<file path="config.mk">
export PLATFORM = sky130hd
export DESIGN_NAME = sram_rr_arbiter_flat
export DESIGN_NICKNAME = d
export VERILOG_FILES = /design/src/rtl/sram_rr_arbiter_pkg.sv /design/src/rtl/sram_rr_arbiter_if.sv /design/src/rtl/sram_rr_arbiter_rr_pick.sv /design/src/rtl/sram_rr_arbiter.sv /design/src/flat_wrapper.sv
export SDC_FILE = /design/constraint.sdc
export NUM_CORES = 1
export LEC_CHECK = 0
export CORE_MARGIN = 2
export CORE_UTILIZATION = 50
export CTS_BUF_LIST = sky130_fd_sc_hd__clkbuf_8
export CTS_CLUSTER_SIZE = 20
export DETAILED_ROUTE_END_ITERATION = 6
export DONT_BUFFER_PORTS = 1
export PLACE_DENSITY_LB_ADDON = 0.15
export SLEW_MARGIN = 20
export SYNTH_ARGS = -nofsm -noshare
export SYNTH_HDL_FRONTEND = slang
export SYNTH_SLANG_ARGS = --single-unit
export TNS_END_PERCENT = 1
</file>
<file path="constraint.sdc">
create_clock -name clk -period 4 [get_ports clk]
set_input_delay 0.4 -clock clk [delete_from_list [all_inputs] [get_ports clk]]
set_output_delay 0.4 -clock clk [all_outputs]
set_load 0.05 [all_outputs]
</file>
<file path="src/rtl/sram_rr_arbiter_pkg.sv">
// Shared types and defaults for the round-robin SRAM arbiter.
package sram_arb_pkg;
  typedef enum logic [1:0] {IDLE, ISSUE, RDWAIT, RESP} arb_state_t;

  localparam int DEF_N_REQ      = 4;
  localparam int DEF_AW         = 8;
  localparam int DEF_DW         = 8;
  localparam int DEF_RD_LATENCY = 1;

  // Width of a requester index; never narrower than one bit.
  function automatic int idx_w(input int n);
    return (n > 1) ? $clog2(n) : 1;
  endfunction
endpackage

</file>
<file path="src/rtl/sram_rr_arbiter_if.sv">
// Client-side bus of the SRAM arbiter: per-requester request lanes plus shared return.
interface sram_rr_arbiter_if import sram_arb_pkg::*; #(
  parameter int N_REQ = DEF_N_REQ,
  parameter int AW    = DEF_AW,
  parameter int DW    = DEF_DW
) ();
  logic [N_REQ-1:0]         req;
  logic [N_REQ-1:0]         we;
  logic [N_REQ-1:0][AW-1:0] addr;
  logic [N_REQ-1:0][DW-1:0] wdata;
  logic [N_REQ-1:0]         gnt;
  logic [N_REQ-1:0]         rvalid;
  logic [DW-1:0]            rdata;
  logic                     busy;

  modport master (output req, we, addr, wdata, input gnt, rvalid, rdata, busy);
  modport slave  (input req, we, addr, wdata, output gnt, rvalid, rdata, busy);
endinterface

</file>
<file path="src/rtl/sram_rr_arbiter_rr_pick.sv">
// Combinational rotating-priority pick: first set req bit after 'last', wrapping.
module rr_pick #(
  parameter int N_REQ = 4,
  parameter int IW    = 2
) (
  input  logic [N_REQ-1:0] req,
  input  logic [IW-1:0]    last,
  output logic [N_REQ-1:0] winner,
  output logic [IW-1:0]    idx,
  output logic             any
);
  logic [IW-1:0] c;

  always_comb begin
    winner = '0;
    idx    = '0;
    any    = 1'b0;
    c      = '0;
    for (int k = 1; k <= N_REQ; k++) begin
      c = IW'((int'(last) + k) % N_REQ);
      if (!any && req[c]) begin
        any       = 1'b1;
        idx       = c;
        winner[c] = 1'b1;
      end
    end
  end
endmodule

</file>
<file path="src/rtl/sram_rr_arbiter.sv">
// Round-robin arbiter sharing one single-port SRAM; one access in flight at a time.
module sram_rr_arbiter import sram_arb_pkg::*; #(
  parameter int N_REQ      = DEF_N_REQ,
  parameter int AW         = DEF_AW,
  parameter int DW         = DEF_DW,
  parameter int RD_LATENCY = DEF_RD_LATENCY
) (
  input  logic               clk,
  input  logic               rst,
  sram_rr_arbiter_if.slave   bus,
  output logic [AW-1:0]      mem_addr,
  output logic [DW-1:0]      mem_din,
  output logic               mem_wen,
  input  logic [DW-1:0]      mem_dout
);
  localparam int IW = idx_w(N_REQ);

  arb_state_t       state, state_n;
  logic [IW-1:0]    last_r, pick_idx;
  logic [N_REQ-1:0] pick_oh, sel_r, gnt, rvalid;
  logic             pick_any, we_r;
  logic [AW-1:0]    addr_r;
  logic [DW-1:0]    wdata_r, rdata_r;
  logic [1:0]       cnt_r, cnt_n;

  rr_pick #(.N_REQ(N_REQ), .IW(IW)) u_pick (
    .req    (bus.req),
    .last   (last_r),
    .winner (pick_oh),
    .idx    (pick_idx),
    .any    (pick_any)
  );

  always_ff @(posedge clk or posedge rst) begin
    if (rst) begin
      state   <= IDLE;
      last_r  <= IW'(N_REQ - 1);
      sel_r   <= '0;
      we_r    <= 1'b0;
      addr_r  <= '0;
      wdata_r <= '0;
      rdata_r <= '0;
      cnt_r   <= '0;
    end else begin
      state <= state_n;
      cnt_r <= cnt_n;
      if (state == IDLE && pick_any) begin
        last_r  <= pick_idx;
        sel_r   <= pick_oh;
        we_r    <= bus.we[pick_idx];
        addr_r  <= bus.addr[pick_idx];
        wdata_r <= bus.wdata[pick_idx];
      end
      if (state == RESP) rdata_r <= mem_dout;
    end
  end

  always_comb begin
    state_n = state;
    cnt_n   = cnt_r;
    gnt     = '0;
    rvalid  = '0;
    case (state)
      IDLE:   if (pick_any) state_n = ISSUE;
      ISSUE: begin
        gnt = sel_r;
        if (we_r) state_n = IDLE;
        else begin
          cnt_n   = 2'(RD_LATENCY - 1);
          state_n = (RD_LATENCY == 1) ? RESP : RDWAIT;
        end
      end
      RDWAIT: begin
        cnt_n = cnt_r - 2'd1;
        if (cnt_r <= 2'd1) state_n = RESP;
      end
      RESP: begin
        rvalid  = sel_r;
        state_n = IDLE;
      end
      default: state_n = IDLE;
    endcase
  end

  // Capture registers double as the SRAM pins, so they hold between accesses.
  assign mem_addr   = addr_r;
  assign mem_din    = wdata_r;
  assign mem_wen    = (state == ISSUE) && we_r;
  assign bus.gnt    = gnt;
  assign bus.rvalid = rvalid;
  assign bus.rdata  = (state == RESP) ? mem_dout : rdata_r;
  assign bus.busy   = (state != IDLE);
endmodule
</file>
<file path="src/flat_wrapper.sv">
// flat-port wrapper written by rule: the top's interface ports become plain ports
module sram_rr_arbiter_flat import sram_arb_pkg::*;
#(
  parameter int N_REQ      = DEF_N_REQ,
  parameter int AW         = DEF_AW,
  parameter int DW         = DEF_DW,
  parameter int RD_LATENCY = DEF_RD_LATENCY
)
  (clk, rst, mem_addr, mem_din, mem_wen, mem_dout, bus_req, bus_we, bus_addr, bus_wdata, bus_gnt, bus_rvalid, bus_rdata, bus_busy);
  sram_rr_arbiter_if #(.N_REQ(N_REQ), .AW(AW), .DW(DW)) bus_i ();
  input  logic clk;
  input  logic rst;
  output logic [AW-1:0] mem_addr;
  output logic [DW-1:0] mem_din;
  output logic mem_wen;
  input  logic [DW-1:0] mem_dout;
  input wire logic [$bits(bus_i.req)-1:0] bus_req;
  input wire logic [$bits(bus_i.we)-1:0] bus_we;
  input wire logic [$bits(bus_i.addr)-1:0] bus_addr;
  input wire logic [$bits(bus_i.wdata)-1:0] bus_wdata;
  output wire logic [$bits(bus_i.gnt)-1:0] bus_gnt;
  output wire logic [$bits(bus_i.rvalid)-1:0] bus_rvalid;
  output wire logic [$bits(bus_i.rdata)-1:0] bus_rdata;
  output wire logic [$bits(bus_i.busy)-1:0] bus_busy;
  assign bus_i.req = bus_req;
  assign bus_i.we = bus_we;
  assign bus_i.addr = bus_addr;
  assign bus_i.wdata = bus_wdata;
  assign bus_gnt = bus_i.gnt;
  assign bus_rvalid = bus_i.rvalid;
  assign bus_rdata = bus_i.rdata;
  assign bus_busy = bus_i.busy;
  sram_rr_arbiter #(.N_REQ(N_REQ), .AW(AW), .DW(DW), .RD_LATENCY(RD_LATENCY)) u_core (.clk(clk), .rst(rst), .bus(bus_i), .mem_addr(mem_addr), .mem_din(mem_din), .mem_wen(mem_wen), .mem_dout(mem_dout));
endmodule
</file>
==> results of run 1 <==
==> per-layer routing <==
metal	vias to the layer above	global-route usage (%)	routed length [µm]
li1	1054	-	-
met1	1091	26.4	2730
met2	92	37.4	3230
met3	6	7.70	548
met4	0	6.84	84
met5	-	0	0
==> final cells by class <==
| type | count | area, µm² |
|---|---|---|
| tap | 72 | 90.1 |
| clock buffer | 5 | 68.8 |
| sequential | 35 | 878 |
| fill | 508 | 2530 |
| multi-input combinational | 224 | 1730 |
| clock inverter | 3 | 43.8 |
| timing repair buffer | 4 | 30.0 |
| inverter | 8 | 30.0 |
==> worst paths after layout <==
path | start | end | slack [ns] | cells past startpoint
setup / recovery | u_core.last_r[1] | u_core.mem_din[5] | 0.79 | 8
hold / removal | rst | u_core.mem_din[2] | 0.09 | 2
setup reg to reg | u_core.last_r[1] | u_core.mem_din[5] | 0.79 | 8
min in group clk | bus_addr[26] | u_core.mem_addr[2] | 0.33 | 2
hold reg to reg | u_core.cnt_r[1] | u_core.state[0] | 0.48 | 1
max in group asynchronous | rst | u_core.last_r[0] | 3.57 | 2
==> logic make-up after synthesis <==
| logic type | count (synthesis) | share of synthesized area, % |
|---|---|---|
| muxes | 49 | 21.3 |
| AOI/OAI and AO/OA | 76 | 20.3 |
| DFF | 35 | 31.8 |
| buffers and inverters | 31 | 5.66 |
| adders and majority gates | 9 | 4.08 |
| and+or+nand+nor | 90 | 16.8 |
==> critical path, stage by stage, from the launching register on <==
cell                       delay (ns)
sky130_fd_sc_hd__dfstp_2         0.69
sky130_fd_sc_hd__inv_1           0.16
sky130_fd_sc_hd__ha_1            0.48
sky130_fd_sc_hd__o21bai_1        0.16
sky130_fd_sc_hd__o311ai_1        0.12
sky130_fd_sc_hd__a31oi_2         0.28
sky130_fd_sc_hd__a211o_1         0.79
sky130_fd_sc_hd__mux2i_1         0.29
sky130_fd_sc_hd__o211ai_1        0.10
==> flip-flops by register name, indices dropped and copies added, names as in the netlist <==
register,cells
u_core.mem_addr,8
u_core.mem_din,8
u_core.we_r,1
u_core.last_r,2
u_core.rdata_r,8
u_core.cnt_r,2
u_core.state,2
u_core.sel_r,4
==> power breakdown <==
group	leakage, nW	switching [W]	internal (W)	total (W)
sequential	0.426	0.000412	0.000533	0.000945
combinational	0.705	0.00106	0.000606	0.00167
clock	0.0581	0.000142	0.000186	0.000328
==> placed cells by master, fill, tap and decap left out, types with 4 or more instances in the layout <==
master	instances
sky130_fd_sc_hd__and3_1	4
sky130_fd_sc_hd__nor2b_1	8
sky130_fd_sc_hd__o211ai_1	17
sky130_fd_sc_hd__clkbuf_8	5
sky130_fd_sc_hd__dfrtp_1	33
sky130_fd_sc_hd__a32oi_1	8
sky130_fd_sc_hd__a221oi_1	5
sky130_fd_sc_hd__inv_1	7
sky130_fd_sc_hd__mux2i_1	24
sky130_fd_sc_hd__nand2_1	32
sky130_fd_sc_hd__nor2_1	11
sky130_fd_sc_hd__nand3_1	8
sky130_fd_sc_hd__ha_1	9
sky130_fd_sc_hd__a22oi_1	5
sky130_fd_sc_hd__o21ai_0	24
sky130_fd_sc_hd__mux2_2	10
sky130_fd_sc_hd__and2_1	5
sky130_fd_sc_hd__buf_4	4
sky130_fd_sc_hd__nor3b_1	13
sky130_fd_sc_hd__mux2_4	9
==> through the flow <==
step,utilization (%),instances,setup slack [ns]
finish,53.1,351,0.790
global route,53.1,351,0.513
CTS,53.1,351,0.786
detailed placement,51.1,343,0.794
global placement,51.1,343,0.875
floorplan,-,290,0.998
==> summary.md, run 1 <==
The root buffer selected by CTS was sky130_fd_sc_hd__clkbuf_8. Setup violations remaining at the end of the flow were counted as 0. The worst setup path is of the reg -> reg kind. The width of the chip came out at 78.3 µm. In the synthesized netlist, the cells that appear most often are 33 x sky130_fd_sc_hd__dfrtp_1, 32 x sky130_fd_sc_hd__nand2_1, 24 x sky130_fd_sc_hd__mux2i_1, 24 x sky130_fd_sc_hd__o21ai_0, 17 x sky130_fd_sc_hd__o211ai_1. After detailed routing, the number of vias per cell comes to 6.39. Yosys instantiated no cell more often than sky130_fd_sc_hd__dfrtp_1.

The area growth from synthesis to layout is 3.99%. Wires add up to 6590 µm. The pre-antenna-repair detailed-routing pass consisted of 4 iterations. The count of buffers added on input and output ports is 0. The run gives 0 as the number of antenna diodes. The number of nets in the synthesized netlist came out at 381. During I/O placement, the number of pins put on the boundary was 116. The leftover overflow at the end of global routing came out at 0. Entering global routing, the biggest net connects 36 pins. Summing all non-filler instances in the final layout gives an area of 2870 µm².

The leakage component of the power is 1.19 nW, and the final critical path time including I/O delays and setup is 3.21 ns. The count of warnings emitted by yosys is 0. TritonCTS built the clock tree. In this run the standard cell core region covers 5410 µm².

The tools report the kind of launch point of the worst setup path as a flip-flop. The flow ran to the end, and the final reports show no timing, DRC or antenna violations. The floorplan has 27 rows.

Along the worst path, the maximum fanout reaches 18. For the fmax, the log shows 312 MHz. STA puts the critical path data arrival time at 3.37 ns. The die is 78.3 µm tall. In this run the post-CTS setup repair buffer count came out at 0. The count of nets left with antenna violations after detail routing was 0. The share of synthesized area in the top cell type comes to 29.9%. The endpoint class of the critical path is a flip-flop. At the pin with the least slew margin, the transition time is 0.959 ns. For the number of library cell types mapped by synthesis, the log shows 48. After detailed routing, the average wire length per cell comes to 18.8 µm. After detailed routing, the number of remaining DRC violations is 0. The global placement routability congestion came out at 0.751. The count of endpoints failing hold in the final timing report came out at 0. For the wire length of the first global-routing pass, the log shows 10600 µm.

Via count of the first global-routing pass: 2278. Largest area contributor in the netlist: sky130_fd_sc_hd__dfrtp_1. The share of cells above drive strength 1 came out at 15.8%. Required arrival time at the worst endpoint: 4.16 ns. By area the synthesized netlist is led by sky130_fd_sc_hd__dfrtp_1 30%, sky130_fd_sc_hd__mux2i_1 8.7%, sky130_fd_sc_hd__mux2_4 4.9%. Total power for the finished layout comes to 0.00294 W. The vias after detailed routing came out at 2243.

The number of storage elements in the synthesis netlist came out at 35. IR analysis of the VDD net gives a maximum drop of 0.548 mV. The die covers 6140 µm². In this run the cell area measured after placement is 2760 µm².

Fraction of registers with async set or reset after synthesis: 100%. The first routing iteration left 111 violations. Once the clock tree was built, the resizer swapped 0 gates to a different size. The post-DP HPWL was 4680 µm; the cell area after synthesis was 2760 µm². The remaining max-slew budget at the tightest pin came out at 36.1%. The number of antenna violations at the first check in global routing came out at 0. The tools report the global-route total usage across every layer as 22.1%. Counting flops with a built-in enable in the synthesized netlist gives 0. Clock-pin slew was measured on the worst setup and hold paths at 0.08 ns.

At the later pin of the worst-skew pair, clock insertion delay measures 0.30 ns. The share of the clock period used by the worst path came out at 80.3%. Max-cap violations in this run came to 0. Setup repair after global routing left no endpoint under its margin.

At the end of the flow, the number of nets in the layout was 369. The count of hold-fix buffers inserted at cts was 0. The run gives 2 as the H-tree depth.

Averaged over all synthesized cells, the footprint is 9.53 µm². Of the synthesized area, sequential elements account for 31.8%. The dominant register cell in the synthesized netlist is sky130_fd_sc_hd__dfrtp_1.

Summed over all failing endpoints, the final setup total negative slack is 0 ns. The initial cell density of the core was 51.1%; the power per standard cell area was 1020 nW/µm². The tools report the final setup skew as 0.00517 ns.

No sink is reached through more buffers than the 2 on the longest clock path. Synthesis handed over a netlist of 290 instances. The clock net in this run drives a total of 35 sinks. Path category of the worst min-delay check: in -> async. Clock tree synthesis inserted a total of 5 buffers. On the final layout, the worst hold slack is 0.0950 ns.

For the count of final max-slew check failures, the log shows 0.
Power figures use the tool's default switching activity.
==> run 2, diff against run 1 <==
==> constraint.sdc (replaced) <==
create_clock -name clk -period 2.75 [get_ports clk]
set_input_delay 0.275 -clock clk [delete_from_list [all_inputs] [get_ports clk]]
set_output_delay 0.275 -clock clk [all_outputs]
set_load 0.05 [all_outputs]
==> summary.md, run 2 (same netlist as run 1, synthesis figures left out) <==
For the count of endpoints failing hold in the final timing report, the log shows 16. The share of cells above drive strength 1 is 20.7%. Capturing point of the worst reg2reg path: u_core.mem_addr[3]. For the detailed-route wire length, the log shows 6810 µm. Kind of launch point of the worst setup path: a flip-flop. The remaining max-slew budget at the tightest pin is 55.1%.

The H-tree was split into 2 levels. The global-route total usage across every layer is 23.2%, and the count of final max-slew check failures is 0. The maximum net fanout on the critical path came out at 18.

Summing all flip-flop and latch instances after layout gives 878 µm². The tools report the count of nets after finishing as 380. The placed instances occupy a cell area of 2890 µm².

The leftover overflow at the end of global routing is 0, and the vias after detailed routing is 2274. The core region is 5410 µm². The tools report the end of the critical path as u_core.mem_addr[3]. TritonCTS built the clock tree.

Summed over all cells, the static leakage comes to 1.26 nW. The tools report the number of placed I/O pins as 116. For the number of antenna violations at the first check in global routing, the log shows 0.

In this run the vertical extent of the chip is 78.3 µm. The tools report the area of the die as 6140 µm². Maximum number of pins on one net before global-route repair: 20. After clock tree synthesis, the clock-pin slew on the worst setup and hold paths is 0.08 ns.

Setup violations remaining at the end of the flow were counted as 0. The required arrival time at the worst endpoint came out at 2.91 ns. The initialized floorplan defines 27 standard-cell rows. In the layout the commonest cells are 33 x sky130_fd_sc_hd__dfrtp_1, 31 x sky130_fd_sc_hd__nand2_1, 24 x sky130_fd_sc_hd__o21ai_0, 24 x sky130_fd_sc_hd__mux2i_1, 17 x sky130_fd_sc_hd__o211ai_1. For the setup total negative slack, the log shows 0 ns. The average routed wire per standard cell came out at 18.8 µm. Endpoint class of the critical path: a flip-flop.

The tightest min-delay check is of the in -> async type. With fillers left out, the area of the finished cells amounts to 3010 µm². The count of buffers added on input and output ports is 0.

Setup repair after global routing left no endpoint under its margin. For this run, the detailed router's first-pass iteration total came to 4. The slew at the pin closest to its max-slew limit works out to 0.673 ns.

The library cell used most frequently in the layout, excluding fill and tap cells, is sky130_fd_sc_hd__dfrtp_1. Counting I/O delays and the setup requirement, the final critical path takes 2.57 ns. The share of the clock period used by the worst path is 93.4%, and the count of buffers added by post-CTS timing repair for setup is 0. Relative to the synthesized area, the layout overhead comes to 8.97%. The initial cell density of the core is 51.1%, and the critical path's largest stage delay is 0.60 ns. For the number of antenna diodes, the log shows 0. The width of the chip works out to 78.3 µm. The flow ran to the end, but the final reports show violations. The post-DP HPWL was 4950 µm. The launch point of the critical path was u_core.last_r[0].

Walking the worst path, the cells encountered are clkinv_4, ha_2, inv_1, o311ai_1, a31oi_2, a211o_1, buf_12, mux2i_1, o211ai_1. In this run the clock root is driven by a sky130_fd_sc_hd__clkbuf_8. After detailed routing, the number of remaining DRC violations is 0. Summing all multi-input logic gate instances after layout gives 1740 µm².

The count of nets left with antenna violations after detail routing is 0. The worst register-to-register path begins at u_core.last_r[0]. In this run the power density over the cells is 1510 nW/µm². The average via count per standard cell came out at 6.28. The checks that failed: negative hold slack. Clock tree synthesis inserted a total of 5 buffers.

The critical path data arrival time was 2.73 ns; the number of buffers on the longest clock path was 2. For the number of DRC markers after the initial detailed-route iteration, the log shows 81. For the final setup skew, the log shows 0.00462 ns.

The run gives 0.583 mV as the worst ir drop on vdd. The run gives 0 as the number of max-capacitance violations reported. The number of cells on the worst reg-to-reg path is 9. For the slack of the worst reg-to-reg path, the log shows 0.18 ns. The layout has 506 filler cells. The tree built by TritonCTS fans out to 35 sinks.

The wire length of the first global-routing pass was 11300 µm; the clock insertion delay at the later pin of the skew report was 0.29 ns. The critical path is of the reg -> reg type. The logs give 2252 for the via count of the first global-routing pass and 389 MHz for the fmax.

The tools report the final-layout worst hold slack as -0.0306 ns. Cell with the largest stage delay on the worst path: sky130_fd_sc_hd__dfstp_2. The power after layout is 0.00453 W, and the global placement routability congestion is 0.818.
[run 2: where the power goes]
| part | switching [W] | internal (W) |
|---|---|---|
| clock network | 0.000202 | 0.000270 |
| registers | 0.000583 | 0.000774 |
| logic | 0.00164 | 0.00107 |
[run 2: cell type report]
| type | instances | share of cell area [%] |
|---|---|---|
| Multi-Input combinational cell | 224 | 57.9 |
| Tap cell | 72 | 2.99 |
| Timing Repair Buffer | 15 | 4.99 |
| Inverter | 8 | 1.16 |
| Sequential cell | 35 | 29.2 |
| Clock buffer | 5 | 2.29 |
| Clock inverter | 3 | 1.45 |
[run 2: layer usage]
metal	GRT usage (%)	part of all wire, %	up-vias
li1	-	-	1074
met3	5.52	6.1	8
met5	0	0	-
met1	30.6	43	1112
met4	6.14	1.2	0
met2	38.4	50	80
[run 2: worst max-delay path: cells and delay by family, from the launching register on]
family                   cells  cell delay [ns]
adder cells (fa/ha/maj)      1             0.39
AO/OA/AOI/OAI                4             0.94
buffers and inverters        3             0.28
flip-flops                   1             0.60
multiplexers                 1             0.24
[run 2: repair_timing]
item,CTS,global route
hold endpoints to repair,0,0
hold buffers,0,0
setup endpoints to repair,0,14
gates resized for setup,0,4
[run 2: worst min path at each step]
stage          startpoint  cells past startpoint            endpoint
2_1_floorplan         rst                      1     u_core.cnt_r[0]
3_3_place_gp          rst                      1  u_core.mem_addr[1]
3_5_place_dp          rst                      1  u_core.mem_addr[1]
4_1_cts               rst                      1  u_core.mem_addr[3]
5_1_grt               rst                      1  u_core.mem_addr[1]
6_report              rst                      1   u_core.mem_din[1]
[run 2: stage by stage]
stage                     cells  hold WS, ns  utilization (%)  setup WS (ns)
final                       362      -0.0306             55.7          0.181
after global routing        362       0.0320             55.7         0.0218
after CTS                   362      0.00136             55.5         0.0372
after detailed placement    354        0.320             53.4         0.0481
after global placement      354        0.302             53.4         0.0795
after floorplan             290        0.426                -         0.0125
==> run 3, diff against run 2 <==
--- a/config.mk
+++ b/config.mk
@@ -5,6 +5,7 @@
 export SDC_FILE = /design/constraint.sdc
 export NUM_CORES = 1
 export LEC_CHECK = 0
+export ABC_AREA = 1
 export CORE_MARGIN = 2
 export CORE_UTILIZATION = 50
 export CTS_BUF_LIST = sky130_fd_sc_hd__clkbuf_8
==> summary.md, run 3 <==
Type of the worst setup path: reg -> reg. The residual DRC count came out at 0. The H-tree generated during clock tree synthesis spans 2 levels. The clock edge transition at the registers on the reported setup and hold paths is 0.08 ns, and the post-synthesis average cell area is 6.89 µm². The root buffer cell chosen for the clock tree is sky130_fd_sc_hd__clkbuf_8. After detailed routing, the number of vias per cell comes to 5.09. For the count of endpoints failing hold in the final timing report, the log shows 0.

Met1 global-route usage: 22.9%. The total overflow left after global routing is 0. In the post-synthesis netlist, the biggest area contributors are sky130_fd_sc_hd__dfrtp_1 32%, sky130_fd_sc_hd__nand2_1 14%, sky130_fd_sc_hd__nand3_1 12%. For this configuration, the core starts out at a cell density of 51.5%. In the final routed layout, each cell accounts on average for 12.3 µm. Once layout is done, the placed cells without fillers occupy 2850 µm².

The cell with the most instances after synthesis is sky130_fd_sc_hd__nand2_1. The dominant register cell in the synthesized netlist was sky130_fd_sc_hd__dfrtp_1. In the final layout, the multi-input gates occupy 1370 µm². The run finished with clean final reports. The critical path's largest stage delay was 0.61 ns; the cell area after synthesis was 2610 µm². The count of buffers added on input and output ports is 0. After synthesis, the share of flip-flops with an asynchronous set or reset is 100%. Synthesized netlist cell count: 379. The number of clock sinks seen by CTS is 35. The met2 capacity usage during global routing is 35.8%. The via count of the first global-routing pass came out at 2270. The commonest cells after synthesis are 100 x sky130_fd_sc_hd__nand2_1, 71 x sky130_fd_sc_hd__inv_1, 64 x sky130_fd_sc_hd__nand3_1, 33 x sky130_fd_sc_hd__dfrtp_1, 16 x sky130_fd_sc_hd__nor2_1. The logs give 26 for the number of cell rows and 0.29 ns for the clock insertion delay at the later pin of the skew report. The post-DP HPWL came out at 4280 µm.

Based on the critical path, the design can be clocked at up to 394 MHz. The count of nets left with antenna violations after detail routing came out at 0. The number of buffers and inverters on the critical path is 3. The tool flagged a number of max-cap violations equal to 0. The final setup skew was 0.00702 ns. The area of the die is 5820 µm². The logs give 33.6% for the fraction of the yosys area taken by sequential cells and 19.8% for the global-route total usage across every layer. Counting flops with a built-in enable in the synthesized netlist gives 0. The critical path goes through inv_1, ha_1, inv_1, nand3_1, nand2_2, o21ai_2, inv_2, nand2_4, nand2_8, or2_2, nand3_1, nand3_1. The tools report the vias after detailed routing as 2322. For this run, the post-layout net count is 476. In this design, the largest share of critical-path delay is due to simple AND/OR/NAND/NOR gates. The die is 76.3 µm wide. The critical path data arrival time is 2.71 ns. Leaving out fill and tap cells, the most frequent cells in the layout are 100 x sky130_fd_sc_hd__nand2_1, 71 x sky130_fd_sc_hd__inv_1, 64 x sky130_fd_sc_hd__nand3_1. Relative to the synthesized area, the layout overhead comes to 9.10%. In this run, CTS created clock tree buffers numbering 5. STA puts the critical path data required time at 2.92 ns. The first global-routing pass estimated 9600 µm of wire. Of the cells placed in the final design, the portion with a size suffix greater than 1 is 13.7%. Counting the fill cells in the layout gives 512. Summed over all layers, the routed wires come to 5600 µm. In this run the most used layer during global routing was met2. The remaining max-slew budget at the tightest pin came out at 40.7%.

116 I/O pins were placed. The met3 global-route usage is 5.09%. The die is 76.3 µm tall. The slowest stage of the critical path is the sky130_fd_sc_hd__dfstp_2 cell.

After synthesis the netlist holds a flip-flop and latch count of 35. The tools report the number of DRC markers after the initial detailed-route iteration as 42. The kind of launch point of the worst setup path was a flip-flop.

Largest area contributor in the netlist: sky130_fd_sc_hd__dfrtp_1. After layout, the minimum clock period comes to 2.54 ns. 0 antenna diodes ended up in the layout. Once placement finished, the instance area stood at 2700 µm². Yosys printed 0 warnings. Summed over all failing endpoints, the final setup total negative slack is 0 ns. At the pin with the least slew margin, the transition time is 0.887 ns.

Summing all flip-flop and latch instances after layout gives 878 µm². The number of buffers on the longest clock path was 2; the number of nets in the synthesized netlist was 470. The count of buffers added by post-CTS timing repair for setup is 0. The most numerous cell type found on the critical path is sky130_fd_sc_hd__nand3_1. The top cell type by area accounts for 31.6% of the synthesized area. Entering global routing, the biggest net connects 53 pins.

The run gives 7 as the detailed-router iteration count before antenna repair. The library cell used most frequently in the layout, excluding fill and tap cells, is sky130_fd_sc_hd__nand2_1. The area inside the core boundary was 5070 µm². Routability-driven placement finished with a final weighted congestion of 0.832. Setup violations remaining at the end of the flow were counted as 0. The path class of the tightest hold or removal check is in -> reg. Endpoint class of the critical path: a flip-flop. The share of the clock period used by the worst path was 92.4%. TritonCTS built the clock tree.

The tools report the number of antenna violations at the first check in global routing as 0. The maximum net fanout on the critical path was 52. The count of final max-slew check failures was 0; the number of library cell types mapped by synthesis was 30.
[run 3: changes by cell type in the layout (fill, tap and decap cells not counted), moves of 7 or more]
cell / change
sky130_fd_sc_hd__nand2_1: +69
sky130_fd_sc_hd__inv_1: +64
sky130_fd_sc_hd__nand3_1: +56
sky130_fd_sc_hd__mux2i_1: -24
sky130_fd_sc_hd__o211ai_1: -17
sky130_fd_sc_hd__nor3b_1: -13
sky130_fd_sc_hd__or2_0: +13
sky130_fd_sc_hd__o21ai_0: -11
sky130_fd_sc_hd__mux2_4: -9
sky130_fd_sc_hd__a32oi_1: -8
sky130_fd_sc_hd__nor2b_1: -7
[run 3: layout make-up]
type / instances / area share, %
clock inverters: 3 / 2.37
repair buffers: 11 / 2.99
well taps: 70 / 3.07
multi-input cells: 255 / 48.0
clock buffers: 5 / 2.41
inverters: 77 / 10.3
flip-flops and latches: 35 / 30.8
[run 3: logic make-up after synthesis]
logic type | after synthesis | share of synthesized area (%)
simple gates | 213 | 38.7
mux | 8 | 3.45
flops | 35 | 33.6
fa+ha+maj | 9 | 4.31
compound gates | 25 | 5.60
buf+inv | 89 | 14.3
[run 3: worst reg2reg max path, cell delays in order (launching register included)]
cell,delay [ns]
sky130_fd_sc_hd__dfstp_2,0.61
sky130_fd_sc_hd__inv_1,0.08
sky130_fd_sc_hd__ha_1,0.34
sky130_fd_sc_hd__inv_1,0.08
sky130_fd_sc_hd__nand3_1,0.09
sky130_fd_sc_hd__nand2_2,0.10
sky130_fd_sc_hd__o21ai_2,0.19
sky130_fd_sc_hd__inv_2,0.06
sky130_fd_sc_hd__nand2_4,0.18
sky130_fd_sc_hd__nand2_8,0.20
sky130_fd_sc_hd__or2_2,0.35
sky130_fd_sc_hd__nand3_1,0.07
sky130_fd_sc_hd__nand3_1,0.07
[run 3: routing by layer]
| layer | vias to the layer above | wire length (µm) |
|---|---|---|
| met2 | 82 | 2770 |
| met1 | 1048 | 2370 |
| met4 | 0 | 83 |
| met5 | - | 0 |
| met3 | 12 | 376 |
| li1 | 1180 | - |
[run 3: path summary, 6_finish.rpt]
check	startpoint	end	slack, ns	cells past startpoint
max in group asynchronous	rst	u_core.last_r[1]	1.79	3
min in group asynchronous	rst	u_core.sel_r[1]	0.30	2
worst max-delay path	u_core.last_r[1]	u_core.mem_din[5]	0.21	12
worst min-delay path	bus_addr[24]	u_core.mem_addr[0]	0.22	4
worst min register to register	u_core.cnt_r[0]	u_core.cnt_r[0]	0.48	1
worst max register to register	u_core.last_r[1]	u_core.mem_din[5]	0.21	12
[run 3: through the flow]
step                utilization [%]  instances  hold WS (ns)  setup WS (ns)
floorplan                         -        379         0.428          0.465
global placement               53.1        447        0.0555          0.181
detailed placement             53.1        447        0.0561          0.121
CTS                            56.0        456         0.212         0.0973
global route                   56.2        456         0.236       -0.00758
finish                         56.2        456         0.215          0.210
[run 3: timing repair]
action | 4_1_cts | 5_1_grt
hold buffers | 1 | 0
gates resized for setup | 0 | 1
hold endpoints to repair | 3 | 0
endpoints found under the setup margin | 0 | 17
Power of run 3 is left out: the tool's default activity adds up to more than one toggle a clock period on the data nets, which glitch-free logic cannot reach.
